File: src/rtl/conv3x3_pkg.sv
// conv3x3_pkg: shared kernel-select type and sizing helpers for the 3x3 filter.
package conv3x3_pkg;

  typedef enum logic [1:0] {
    PASS    = 2'd0,
    SMOOTH  = 2'd1,
    LAPLACE = 2'd2,
    SOBEL   = 2'd3
  } mode_e;

  // Cycles from a pixel being sampled to its filtered column appearing on data_o.
  localparam int LATENCY = 4;

  // Signed accumulator width: pixel width plus headroom for the 16x smooth sum
  // and the sign bit of the edge kernels.
  function automatic int acc_width(input int data_width);
    return data_width + 5;
  endfunction

endpackage

File: src/rtl/conv3x3_window.sv
// conv3x3_window: builds a 3x3 neighbourhood from three vertically aligned
// row streams, replicating the first and last columns of each line and
// flushing the final column on the first blank cycle after the line.
import conv3x3_pkg::*;

module conv3x3_window #(
  parameter int DATA_WIDTH = 10
) (
  input  logic                       clk,
  input  logic                       rst,
  input  logic                       de_i,
  input  logic [DATA_WIDTH-1:0]      data0_i,
  input  logic [DATA_WIDTH-1:0]      data1_i,
  input  logic [DATA_WIDTH-1:0]      data2_i,
  output logic [2:0][DATA_WIDTH-1:0] win_l,
  output logic [2:0][DATA_WIDTH-1:0] win_c,
  output logic [2:0][DATA_WIDTH-1:0] win_r,
  output logic                       win_valid
);

  logic                       armed;
  logic                       in_line;
  logic                       de_eff;
  logic [2:0][DATA_WIDTH-1:0] col_l;
  logic [2:0][DATA_WIDTH-1:0] col_c;
  logic [2:0][DATA_WIDTH-1:0] col_in;

  // Row 0 is the top line, row 2 the bottom line.
  assign col_in = {data2_i, data1_i, data0_i};

  // Pixels are only accepted once a blank cycle has been seen since reset,
  // so a line that was already running at reset release is dropped whole.
  assign de_eff = de_i & armed;

  // Column shift register with left-border replication on the first pixel and
  // right-border replication on the flush cycle; the window is registered.
  always_ff @(posedge clk) begin
    if (rst) begin
      armed     <= 1'b0;
      in_line   <= 1'b0;
      win_valid <= 1'b0;
      col_l     <= '0;
      col_c     <= '0;
      win_l     <= '0;
      win_c     <= '0;
      win_r     <= '0;
    end else begin
      if (!de_i) begin
        armed <= 1'b1;
      end
      win_valid <= 1'b0;
      if (de_eff) begin
        in_line <= 1'b1;
        if (!in_line) begin
          col_l <= col_in;
          col_c <= col_in;
        end else begin
          col_l     <= col_c;
          col_c     <= col_in;
          win_l     <= col_l;
          win_c     <= col_c;
          win_r     <= col_in;
          win_valid <= 1'b1;
        end
      end else if (in_line) begin
        in_line   <= 1'b0;
        win_l     <= col_l;
        win_c     <= col_c;
        win_r     <= col_c;
        win_valid <= 1'b1;
      end
    end
  end

endmodule

File: src/rtl/conv3x3_filter.sv
// conv3x3_filter: run-time selectable 3x3 kernel (pass, smooth, Laplacian,
// Sobel) with a per-frame mode latch and a three-stage arithmetic pipeline.
import conv3x3_pkg::*;

module conv3x3_filter #(
  parameter int DATA_WIDTH = 10,
  parameter int EDGE_SHIFT = 0
) (
  input  logic                  clk,
  input  logic                  rst,
  input  logic                  vsync_i,
  input  logic [1:0]            mode_i,
  input  logic                  de_i,
  input  logic [DATA_WIDTH-1:0] data0_i,
  input  logic [DATA_WIDTH-1:0] data1_i,
  input  logic [DATA_WIDTH-1:0] data2_i,
  output logic                  de_o,
  output logic [DATA_WIDTH-1:0] data_o
);

  localparam int ACC_W = acc_width(DATA_WIDTH);
  localparam logic [ACC_W-1:0] SAT_MAX = {{(ACC_W-DATA_WIDTH){1'b0}}, {DATA_WIDTH{1'b1}}};

  typedef logic signed [ACC_W-1:0] acc_t;

  function automatic acc_t ext(input logic [DATA_WIDTH-1:0] p);
    return signed'({{(ACC_W-DATA_WIDTH){1'b0}}, p});
  endfunction

  function automatic logic [ACC_W-1:0] abs_val(input acc_t x);
    return x[ACC_W-1] ? unsigned'(-x) : unsigned'(x);
  endfunction

  logic [2:0][DATA_WIDTH-1:0] win_l;
  logic [2:0][DATA_WIDTH-1:0] win_c;
  logic [2:0][DATA_WIDTH-1:0] win_r;
  logic                       win_valid;

  conv3x3_window #(
    .DATA_WIDTH(DATA_WIDTH)
  ) u_window (
    .clk      (clk),
    .rst      (rst),
    .de_i     (de_i),
    .data0_i  (data0_i),
    .data1_i  (data1_i),
    .data2_i  (data2_i),
    .win_l    (win_l),
    .win_c    (win_c),
    .win_r    (win_r),
    .win_valid(win_valid)
  );

  logic  vsync_q;
  mode_e mode_q;

  logic  a_valid;
  mode_e a_mode;
  acc_t  a_p0;
  acc_t  a_p1;

  logic  b_valid;
  mode_e b_mode;
  acc_t  b_sum;

  acc_t  tl, tc, tr, cl, cc, cr, bl, bc, br;
  acc_t  part0, part1;
  logic [ACC_W-1:0]      mag;
  logic [DATA_WIDTH-1:0] sat_val;

  assign tl = ext(win_l[0]);
  assign tc = ext(win_c[0]);
  assign tr = ext(win_r[0]);
  assign cl = ext(win_l[1]);
  assign cc = ext(win_c[1]);
  assign cr = ext(win_r[1]);
  assign bl = ext(win_l[2]);
  assign bc = ext(win_c[2]);
  assign br = ext(win_r[2]);

  // Latch the kernel select only on a rising edge of vsync.
  always_ff @(posedge clk) begin
    if (rst) begin
      vsync_q <= 1'b0;
      mode_q  <= PASS;
    end else begin
      vsync_q <= vsync_i;
      if (vsync_i && !vsync_q) begin
        mode_q <= mode_e'(mode_i);
      end
    end
  end

  // Split each kernel into two partial sums (for Sobel: Gx and Gy).
  always_comb begin
    part0 = '0;
    part1 = '0;
    unique case (mode_q)
      PASS: begin
        part0 = cc;
      end
      SMOOTH: begin
        part0 = (tl + (tc <<< 1) + tr) + (bl + (bc <<< 1) + br);
        part1 = (cl <<< 1) + (cc <<< 2) + (cr <<< 1);
      end
      LAPLACE: begin
        part0 = cc <<< 3;
        part1 = -(tl + tc + tr + cl + cr + bl + bc + br);
      end
      SOBEL: begin
        part0 = (tr + (cr <<< 1) + br) - (tl + (cl <<< 1) + bl);
        part1 = (bl + (bc <<< 1) + br) - (tl + (tc <<< 1) + tr);
      end
      default: begin
        part0 = '0;
      end
    endcase
  end

  // Stage A captures the partial sums together with the mode they used.
  always_ff @(posedge clk) begin
    if (rst) begin
      a_valid <= 1'b0;
      a_mode  <= PASS;
      a_p0    <= '0;
      a_p1    <= '0;
    end else begin
      a_valid <= win_valid;
      a_mode  <= mode_q;
      a_p0    <= part0;
      a_p1    <= part1;
    end
  end

  // Stage B combines the partials; Sobel adds magnitudes rather than values.
  always_ff @(posedge clk) begin
    if (rst) begin
      b_valid <= 1'b0;
      b_mode  <= PASS;
      b_sum   <= '0;
    end else begin
      b_valid <= a_valid;
      b_mode  <= a_mode;
      if (a_mode == SOBEL) begin
        b_sum <= signed'(abs_val(a_p0) + abs_val(a_p1));
      end else begin
        b_sum <= a_p0 + a_p1;
      end
    end
  end

  // Final scaling per kernel, then clamp to the pixel range.
  always_comb begin
    mag = '0;
    unique case (b_mode)
      PASS:    mag = unsigned'(b_sum);
      SMOOTH:  mag = unsigned'(b_sum + ACC_W'(8)) >> 4;
      LAPLACE: mag = abs_val(b_sum) >> EDGE_SHIFT;
      SOBEL:   mag = unsigned'(b_sum) >> EDGE_SHIFT;
      default: mag = '0;
    endcase
    if (mag > SAT_MAX) begin
      sat_val = '1;
    end else begin
      sat_val = mag[DATA_WIDTH-1:0];
    end
  end

  // Stage C drives the outputs; data_o holds its value between lines.
  always_ff @(posedge clk) begin
    if (rst) begin
      de_o   <= 1'b0;
      data_o <= '0;
    end else begin
      de_o <= b_valid;
      if (b_valid) begin
        data_o <= sat_val;
      end
    end
  end

endmodule
File: config.mk
export PLATFORM = sky130hd
export DESIGN_NAME = conv3x3_filter
export DESIGN_NICKNAME = d
export VERILOG_FILES = /design/src/rtl/conv3x3_pkg.sv /design/src/rtl/conv3x3_window.sv /design/src/rtl/conv3x3_filter.sv
export SDC_FILE = /design/constraint.sdc
export NUM_CORES = 1
export LEC_CHECK = 0
export ABC_CLOCK_PERIOD_IN_PS = 3900
export CELL_PAD_IN_SITES_DETAIL_PLACEMENT = 0
export CELL_PAD_IN_SITES_GLOBAL_PLACEMENT = 1
export CORE_MARGIN = 4
export CORE_UTILIZATION = 44
export CTS_CLUSTER_DIAMETER = 80
export DETAILED_ROUTE_END_ITERATION = 7
export HOLD_SLACK_MARGIN = 0.08
export PLACE_DENSITY = 0.76
export SLEW_MARGIN = 25
export SYNTH_ARGS = -nofsm -noshare
export SYNTH_HDL_FRONTEND = slang
export SYNTH_SLANG_ARGS = --single-unit
File: constraint.sdc
create_clock -name clk -period 3.9 [get_ports clk]
set_input_delay 0.585 -clock clk [delete_from_list [all_inputs] [get_ports clk]]
set_output_delay 0.585 -clock clk [all_outputs]
set_load 0.05 [all_outputs]
==> results of run 1 <==
==> logic make-up after synthesis <==
logic type	after synthesis	share of synthesized area
simple gates	526	0.148
compound gates	417	0.168
buf+inv	296	0.0677
fa+ha+maj	262	0.258
flops	217	0.263
xor+xnor	104	0.0551
mux	67	0.0406
==> layout by cell type (no fill, tap or decap), drive strengths merged, types with 32 or more instances in the layout <==
cell type	n
inv	218
dfxtp	217
nor2	210
buf	198
fa	131
ha	131
nand2	115
a21oi	113
nand2b	77
o21ai	77
xnor2	75
mux2i	66
a211oi	57
clkdlybuf4s50	45
a311oi	32
==> routing by layer <==
layer,track usage,up-vias,part of all wire
met5,0,-,0
met4,0.0447,0,0.020
met3,0.0221,64,0.031
met2,0.353,210,0.48
met1,0.296,6438,0.47
li1,-,6764,-
==> sequential cells by signal, summed over array words and instances, names as in the netlist <==
register            cells
u_window.win_r         30
b_sum                  15
a_valid                 1
u_window.armed          1
b_mode                  2
u_window.win_l         30
u_window.col_l         30
b_valid                 1
u_window.win_valid      1
u_window.col_c         30
data_o                 10
mode_q                  2
a_p0                   14
u_window.in_line        1
de_o                    1
u_window.win_c         30
a_p1                   15
a_mode                  2
vsync_q                 1
==> final timing paths <==
check,start,end,slack [ps],cells after the start
min,rst,a_mode[0],280,2
max,u_window.win_r[23],a_p1[13],-250,17
min reg2reg,a_valid,b_valid,440,1
max reg2reg,u_window.win_r[23],a_p1[13],-250,17
==> cell usage after synthesis, types with 3 or more instances <==
| cell type | count | share of area |
|---|---|---|
| sky130_fd_sc_hd__nor4_1 | 4 | 0.0015 |
| sky130_fd_sc_hd__o22ai_1 | 5 | 0.0019 |
| sky130_fd_sc_hd__a2111oi_0 | 5 | 0.0026 |
| sky130_fd_sc_hd__nand2_1 | 115 | 0.026 |
| sky130_fd_sc_hd__xor2_1 | 29 | 0.015 |
| sky130_fd_sc_hd__nand2b_1 | 77 | 0.029 |
| sky130_fd_sc_hd__xnor2_1 | 75 | 0.040 |
| sky130_fd_sc_hd__clkbuf_1 | 71 | 0.016 |
| sky130_fd_sc_hd__a22oi_1 | 8 | 0.0036 |
| sky130_fd_sc_hd__and2_1 | 5 | 0.0019 |
| sky130_fd_sc_hd__o31ai_1 | 14 | 0.0064 |
| sky130_fd_sc_hd__o31a_1 | 3 | 0.0016 |
| sky130_fd_sc_hd__nand3_1 | 22 | 0.0067 |
| sky130_fd_sc_hd__o41ai_1 | 7 | 0.0037 |
| sky130_fd_sc_hd__and3_1 | 7 | 0.0026 |
| sky130_fd_sc_hd__ha_1 | 131 | 0.099 |
| sky130_fd_sc_hd__inv_1 | 214 | 0.049 |
| sky130_fd_sc_hd__o211ai_1 | 5 | 0.0023 |
| sky130_fd_sc_hd__a311oi_1 | 31 | 0.016 |
| sky130_fd_sc_hd__nand4_1 | 5 | 0.0019 |
| sky130_fd_sc_hd__o21a_1 | 23 | 0.010 |
| sky130_fd_sc_hd__a31oi_1 | 10 | 0.0038 |
| sky130_fd_sc_hd__fa_1 | 131 | 0.16 |
| sky130_fd_sc_hd__or3_1 | 8 | 0.0030 |
| sky130_fd_sc_hd__a211oi_1 | 56 | 0.025 |
| sky130_fd_sc_hd__dfxtp_1 | 217 | 0.26 |
| sky130_fd_sc_hd__o21bai_1 | 10 | 0.0045 |
| sky130_fd_sc_hd__nor2_1 | 210 | 0.048 |
| sky130_fd_sc_hd__or2_2 | 4 | 0.0015 |
| sky130_fd_sc_hd__a21o_1 | 21 | 0.0095 |
| sky130_fd_sc_hd__mux2i_1 | 66 | 0.040 |
| sky130_fd_sc_hd__nor3_1 | 31 | 0.0094 |
| sky130_fd_sc_hd__a21oi_1 | 112 | 0.034 |
| sky130_fd_sc_hd__a21boi_0 | 3 | 0.0014 |
| sky130_fd_sc_hd__nor2b_1 | 27 | 0.010 |
| sky130_fd_sc_hd__or4_1 | 4 | 0.0018 |
| sky130_fd_sc_hd__buf_2 | 7 | 0.0021 |
| sky130_fd_sc_hd__o21ai_0 | 74 | 0.022 |
| sky130_fd_sc_hd__buf_1 | 4 | 0.00091 |
==> critical path, delay by kind of cell (launching register included) <==
kind / cells / cell delay, ps
AO/OA/AOI/OAI: 5 / 980
adder cells (fa/ha/maj): 5 / 2210
buffers and inverters: 5 / 270
flip-flops: 1 / 340
AND/OR/NAND/NOR: 2 / 260
==> final cells by class <==
type,instances,share of cell area
clock buffer,30,0.0341
clock inverter,16,0.0101
inverter,214,0.0395
multi-input combinational,1376,0.572
sequential,217,0.216
tap,504,0.0309
timing repair buffer,243,0.0974
==> repair_timing <==
| item | 4_1_cts | 5_1_grt |
|---|---|---|
| endpoints found under the setup margin | 18 | 22 |
| pin swaps | 36 | 59 |
| setup buffers | 6 | 9 |
| resized for setup | 62 | 67 |
==> power breakdown <==
group          switching (mW)  leakage, nW  total (mW)  internal [mW]
combinational            1.26         6.26        2.43           1.17
clock                   0.995        0.438        2.54           1.55
sequential             0.0905         1.78        2.39           2.30
==> PnR_summary.wiki, run 1 <==
{| class="wikitable"
! Metric !! Value
|-
| Post-route cell area || between 20,000 and 25,000 um^2
|-
| Worst slew margin relative to its limit || 0.355
|-
| CTS H-tree depth || 1
|-
| Share of the yosys chip area belonging to registers || 0.263
|-
| Detailed Routing Iterations Pass 1 || 5
|-
| Start-to-end type of the worst setup path || reg2reg
|-
| Actual slew at the worst max-slew pin || between 900 and 1000 ps
|-
| Placed Instance Area || 18,800 um^2
|-
| Vias in the first global route || 13,739
|-
| Initial standard-cell utilization of the core || 0.448
|-
| First-pass GRT wire length || between 70 and 80 mm
|-
| Min setup slack post-route || -246 ps
|-
| Placed instance count || about 2,500
|-
| Final max-slew violation count || 0
|-
| Area of the multi-input gates || 11,700 um^2
|-
| Root Buffer || sky130_fd_sc_hd__clkbuf_16
|-
| Ports placed on the boundary || between 40 and 50
|-
| Crit-path cells || inv_2 > fa_1 > inv_1 > fa_1 > inv_1 > fa_1 > inv_1 > fa_1 > inv_1 > ha_4 > a21o_1 > nand4_1 > nand3_2 > a31o_2 > a21o_1 > a21o_1 > a21oi_1
|-
| Wire length per cell after detailed routing || between 15 and 20 um
|-
| Critical path launch point type || flop
|-
| Half-perimeter wire length after detailed placement || 34.2 mm
|-
| Worst endpoint required time || approximately 4400 ps
|-
| Synthesis-to-layout area growth || 23.3%
|-
| Die Span X || slightly above 200 um
|-
| Register cell area after layout || around 4400 um^2
|-
| Element type at the critical path end || flop
|-
| Clock tree from TritonCTS || done
|-
| Largest incremental delay on the critical path || between 500 and 600 ps
|-
| CTS max path bufs || 3
|-
| Number of enable flip-flop cells after synthesis || 0
|-
| Largest driver fanout on the critical path || 2
|-
| Share of flip-flops with an asynchronous set or reset || 0
|-
| Final standard cell utilization of the core || 0.553
|-
| Vertical die dimension || 202 um
|-
| Number of buffers inserted by port buffering || 46
|-
| Overall die area || 40,700 um^2
|-
| Final critical-path required period || 4150 ps
|-
| Number of buffers inserted by hold repair at cts || 0
|-
| Critical path data arrival time || approximately 4600 ps
|-
| Wirelength, routed || about 43 mm
|-
| Violations in the final reports || negative setup slack
|-
| Maximum number of pins on one net before global-route repair || 142
|-
| Final setup violation count || 13
|-
| Worst Clk Skew || 15.0 ps
|-
| Power density over the cells || about 360 nW/um^2
|-
| Final routed DRC violation total || 0
|-
| Clock buffers created by TritonCTS || 25
|-
| Number of nets with antenna violations after routing || 0
|-
| Number of warnings printed during yosys synthesis || 0
|-
| Distinct cells, synth || 67
|-
| Post-Synthesis Net Count || approximately 2,200
|-
| Design Power || roughly 7.4 mW
|-
| Proportion of layout cells with a drive suffix above 1 || 0.188
|-
| Area of the placeable core || ~37,000 um^2
|-
| Filler cell count in the final layout || 3,369
|-
| Avg Cell Area, Syn || roughly 8.8 um^2
|-
| Row count || 70
|-
| Initial antenna violation count || 0
|-
| Outcome || finished with violations
|-
| Vias after detailed routing || 13,476
|-
| Synth Instances || 1,889
|-
| Global routing usage summed across all routing layers || 0.210
|-
| Final GP Congestion || roughly 0.87
|-
| Nets || ~2,400
|-
| Worst vdd ir || 356 uV
|-
| Clk sink count || 217
|-
| Area of the mapped netlist || ~17,000 um^2
|-
| Share of the cycle needed by the critical path after routing || 1.06
|-
| Synthesized flop and latch total || around 220
|-
| Timing-limited maximum frequency || ~0.24 GHz
|-
| Gr ovfl total || 0
|-
| RSZ-0062 raised after global routing || yes
|-
| Hold violation count in the final report || 0
|-
| Worst setup slack before clock tree synthesis || -705 ps
|-
| Sum Neg Setup Slack || -1490 ps
|-
| Drt initial violations || slightly below 700
|-
| Hold/Removal Path Class || in2reg
|-
| Clock transition at the register clock pins on the worst setup and hold paths after CTS || ~60 ps
|-
| Hold Worst Slack || 276 ps
|-
| Library cell contributing the largest single delay on the critical path || sky130_fd_sc_hd__fa_1
|-
| Number of standard cells in the final layout excluding fillers || about 2,600
|-
| Most used flip-flop cell after synthesis || sky130_fd_sc_hd__dfxtp_1
|-
| Per-cell via count in the routed design || about 5.2
|-
| Clock latency on the worst-skew pair || 540 ps
|-
| Maximum capacitance violations || 0
|-
| Antenna fix cells || 0
|-
| Leakage || 8.47 nW
|}
(Power assumes the default switching activity.)
==> run 2: changes to the inputs <==
--- a/config.mk
+++ b/config.mk
@@ -5,7 +5,7 @@
 export SDC_FILE = /design/constraint.sdc
 export NUM_CORES = 1
 export LEC_CHECK = 0
-export ABC_CLOCK_PERIOD_IN_PS = 3900
+export ABC_CLOCK_PERIOD_IN_PS = 3700
 export CELL_PAD_IN_SITES_DETAIL_PLACEMENT = 0
 export CELL_PAD_IN_SITES_GLOBAL_PLACEMENT = 1
 export CORE_MARGIN = 4
==> constraint.sdc (replaced) <==
create_clock -name clk -period 3.7 [get_ports clk]
set_input_delay 0.555 -clock clk [delete_from_list [all_inputs] [get_ports clk]]
set_output_delay 0.555 -clock clk [all_outputs]
set_load 0.05 [all_outputs]
==> run 2 against run 1 <==
The run still ends with negative setup slack left. Total power is 2.8% higher. Global-route usage up 0.14 points. First-iteration DRC count fell by 1.6%. Critical path depth fell by 1.
==> PnR_summary.wiki, run 2 (synthesis results as in run 1) <==
{| class="wikitable"
! Metric !! Value
|-
| Critical path launch point type || flop
|-
| Uppermost signal routing layer after detailed routing || met4
|-
| Drt initial violations || between 600 and 700
|-
| Switching share of total power || 0.325
|-
| CP endpoint || a_p1[10]
|-
| Final critical-path required period || roughly 4100 ps
|-
| Final routed DRC violation total || 0
|-
| Clock tree from TritonCTS || done
|-
| Leakage || between 8 and 9 nW
|-
| Nets || roughly 2,400
|-
| Final max-slew violation count || 0
|-
| Clock transition at the register clock pins on the worst setup and hold paths after CTS || around 60 ps
|-
| Worst reg2reg endpoint || a_p1[10]
|-
| Proportion of power drawn by combinational gates || 0.342
|-
| Vias in the first global route || ~14,000
|-
| Most common cell after layout, fill and taps aside || sky130_fd_sc_hd__nor2_1
|-
| NetSw || approximately 2.5 mW
|-
| Largest driver fanout on the critical path || 3
|-
| DR WL met3 || approximately 1.3 mm
|-
| Critical path origin || u_window.win_l[22]
|-
| Most used cells in the layout excluding fill and tap cells || sky130_fd_sc_hd__nor2_1 (208), sky130_fd_sc_hd__buf_4 (204), sky130_fd_sc_hd__inv_1 (200)
|-
| CTS H-tree depth || 1
|-
| Area of the placeable core || between 30,000 and 40,000 um^2
|-
| Half-perimeter wire length after detailed placement || 34.9 mm
|-
| Per-cell via count in the routed design || 5.19
|-
| Vias after detailed routing || between 10,000 and 15,000
|-
| Worst flop-to-flop path startpoint || u_window.win_l[22]
|-
| First-pass GRT wire length || a little over 70 mm
|-
| Root Buffer || sky130_fd_sc_hd__clkbuf_16
|-
| Routed met1 length || about 21 mm
|-
| Timing-limited maximum frequency || ~0.24 GHz
|-
| Hold violation count in the final report || 0
|-
| Maximum number of pins on one net before global-route repair || 138
|-
| Number of buffers inserted by hold repair at cts || 0
|-
| Wire length per cell after detailed routing || approximately 17 um
|-
| Element type at the critical path end || flop
|-
| Global routing usage summed across all routing layers || 0.212
|-
| Ports placed on the boundary || 47
|-
| Violations in the final reports || negative setup slack
|-
| Proportion of layout cells with a drive suffix above 1 || 0.185
|-
| Clock power frac || 0.326
|-
| Placed Instance Area || ~19,000 um^2
|-
| Vertical die dimension || roughly 200 um
|-
| Min setup slack post-route || -449 ps
|-
| Final GP Congestion || 0.914
|-
| Number of buffers inserted by port buffering || 46
|-
| Clk sink count || 217
|-
| Critical path data arrival time || between 4000 and 5000 ps
|-
| Design Power || 7.58 mW
|-
| Wirelength, routed || between 40 and 50 mm
|-
| CTS max path bufs || 3
|-
| Antenna fix cells || 0
|-
| Worst setup slack before clock tree synthesis || -582 ps
|-
| Actual slew at the worst max-slew pin || about 910 ps
|-
| Row count || 70
|-
| Hold/Removal Path Class || reg2reg
|-
| Clock latency on the worst-skew pair || roughly 540 ps
|-
| Number of nets with antenna violations after routing || 0
|-
| Worst vdd ir || between 400 and 500 uV
|-
| Outcome || finished with violations
|-
| Share of the cycle needed by the critical path after routing || 1.12
|-
| RSZ-0062 raised after global routing || yes
|-
| Met2 routed WL || 20.3 mm
|-
| Seq pwr share || 0.333
|-
| Gr ovfl total || 0
|-
| Power density over the cells || ~370 nW/um^2
|-
| Worst reg2reg path depth || 16
|-
| Detailed Routing Iterations Pass 1 || 6
|-
| Initial antenna violation count || 0
|-
| Final setup violation count || 18
|-
| Setup slack of the worst register-to-register path || -450 ps
|-
| Clock buffers created by TritonCTS || 25
|-
| Maximum capacitance violations || 0
|-
| Start-to-end type of the worst setup path || reg2reg
|-
| Worst endpoint required time || ~4100 ps
|-
| Final standard cell utilization of the core || 0.553
|-
| Internal power consumption || just over 5 mW
|-
| Synthesis-to-layout area growth || 23.5%
|-
| Overall die area || around 40,000 um^2
|-
| Initial standard-cell utilization of the core || 0.448
|-
| Worst slew margin relative to its limit || 0.390
|-
| Worst Clk Skew || ~14 ps
|-
| Post-route cell area || roughly 20,000 um^2
|-
| Die Span X || roughly 200 um
|}
==> run 2: cell types whose count changed in the layout (fill, tap and decap cells not counted), moves of 4 or more <==
| cell | change |
|---|---|
| sky130_fd_sc_hd__buf_4 | +12 |
| sky130_fd_sc_hd__nor3_1 | +4 |
| sky130_fd_sc_hd__a21oi_2 | -4 |
| sky130_fd_sc_hd__buf_6 | +7 |
| sky130_fd_sc_hd__ha_1 | +6 |
| sky130_fd_sc_hd__a21oi_1 | +5 |
| sky130_fd_sc_hd__ha_4 | -4 |
| sky130_fd_sc_hd__nor3_2 | -4 |
| sky130_fd_sc_hd__dfxtp_1 | -6 |
| sky130_fd_sc_hd__dfxtp_2 | +9 |
| sky130_fd_sc_hd__clkbuf_1 | +6 |
==> run 2: through the flow <==
stage | instances | setup TNS [ps] | hold slack [ps]
final | 2621 | -4200 | 437
after global routing | 2621 | -7890 | 470
after CTS | 2616 | -4290 | 433
after detailed placement | 2562 | -7120 | 429
after global placement | 2562 | -6620 | 417
after floorplan | 1889 | -1320 | 414
==> run 2: how the worst min path moves through the flow <==
stage	start	endpoint	slack [ps]	cells past startpoint
after global placement	u_window.win_valid	a_valid	420	1
after global routing	a_valid	b_valid	470	1
after floorplan	u_window.win_valid	a_valid	410	1
after CTS	rst	b_sum[4]	430	2
after detailed placement	a_valid	b_valid	430	1
final	a_valid	b_valid	440	1
==> run 2: critical path, stage by stage, from the launching register on <==
cell and delay (ps):
sky130_fd_sc_hd__dfxtp_2 330, sky130_fd_sc_hd__fa_1 550, sky130_fd_sc_hd__inv_2 40, sky130_fd_sc_hd__fa_1 490
sky130_fd_sc_hd__fa_1 500, sky130_fd_sc_hd__inv_1 50, sky130_fd_sc_hd__fa_1 420, sky130_fd_sc_hd__inv_1 70
sky130_fd_sc_hd__ha_2 180, sky130_fd_sc_hd__inv_2 40, sky130_fd_sc_hd__fa_2 340, sky130_fd_sc_hd__nor2b_2 130
sky130_fd_sc_hd__o31a_1 230, sky130_fd_sc_hd__o22ai_2 110, sky130_fd_sc_hd__xnor2_1 150, sky130_fd_sc_hd__a222oi_1 320
sky130_fd_sc_hd__nor2_1 60
==> run 2: final cells by class <==
type,count,area [um^2]
clock inverters,11,123
well taps,504,631
multi-input cells,1376,11600
fillers,3351,16500
inverters,214,803
repair buffers,264,2190
clock buffers,35,693
flip-flops and latches,217,4410
==> run 2: routing by layer <==
metal | track usage | vias to the layer above
li1 | - | 6821
met1 | 0.291 | 6492
met2 | 0.361 | 210
met3 | 0.0205 | 73
met4 | 0.0554 | 0
met5 | 0 | -
==> run 2: timing repair <==
item | 4_1_cts | 5_1_grt
setup endpoints to repair | 21 | 22
pin swaps | 72 | 49
setup buffers | 9 | 6
gates resized for setup | 73 | 33
==> run 2: power groups by stage <==
stage | logic (mW) | registers, mW | clock network (mW)
global route | 2.85 | 2.54 | 2.63
floorplan | 1.57 | 2.55 | 0
detailed placement | 2.35 | 2.57 | 0
global placement | 2.33 | 2.57 | 0
CTS | 2.50 | 2.52 | 2.54
finish | 2.59 | 2.52 | 2.47
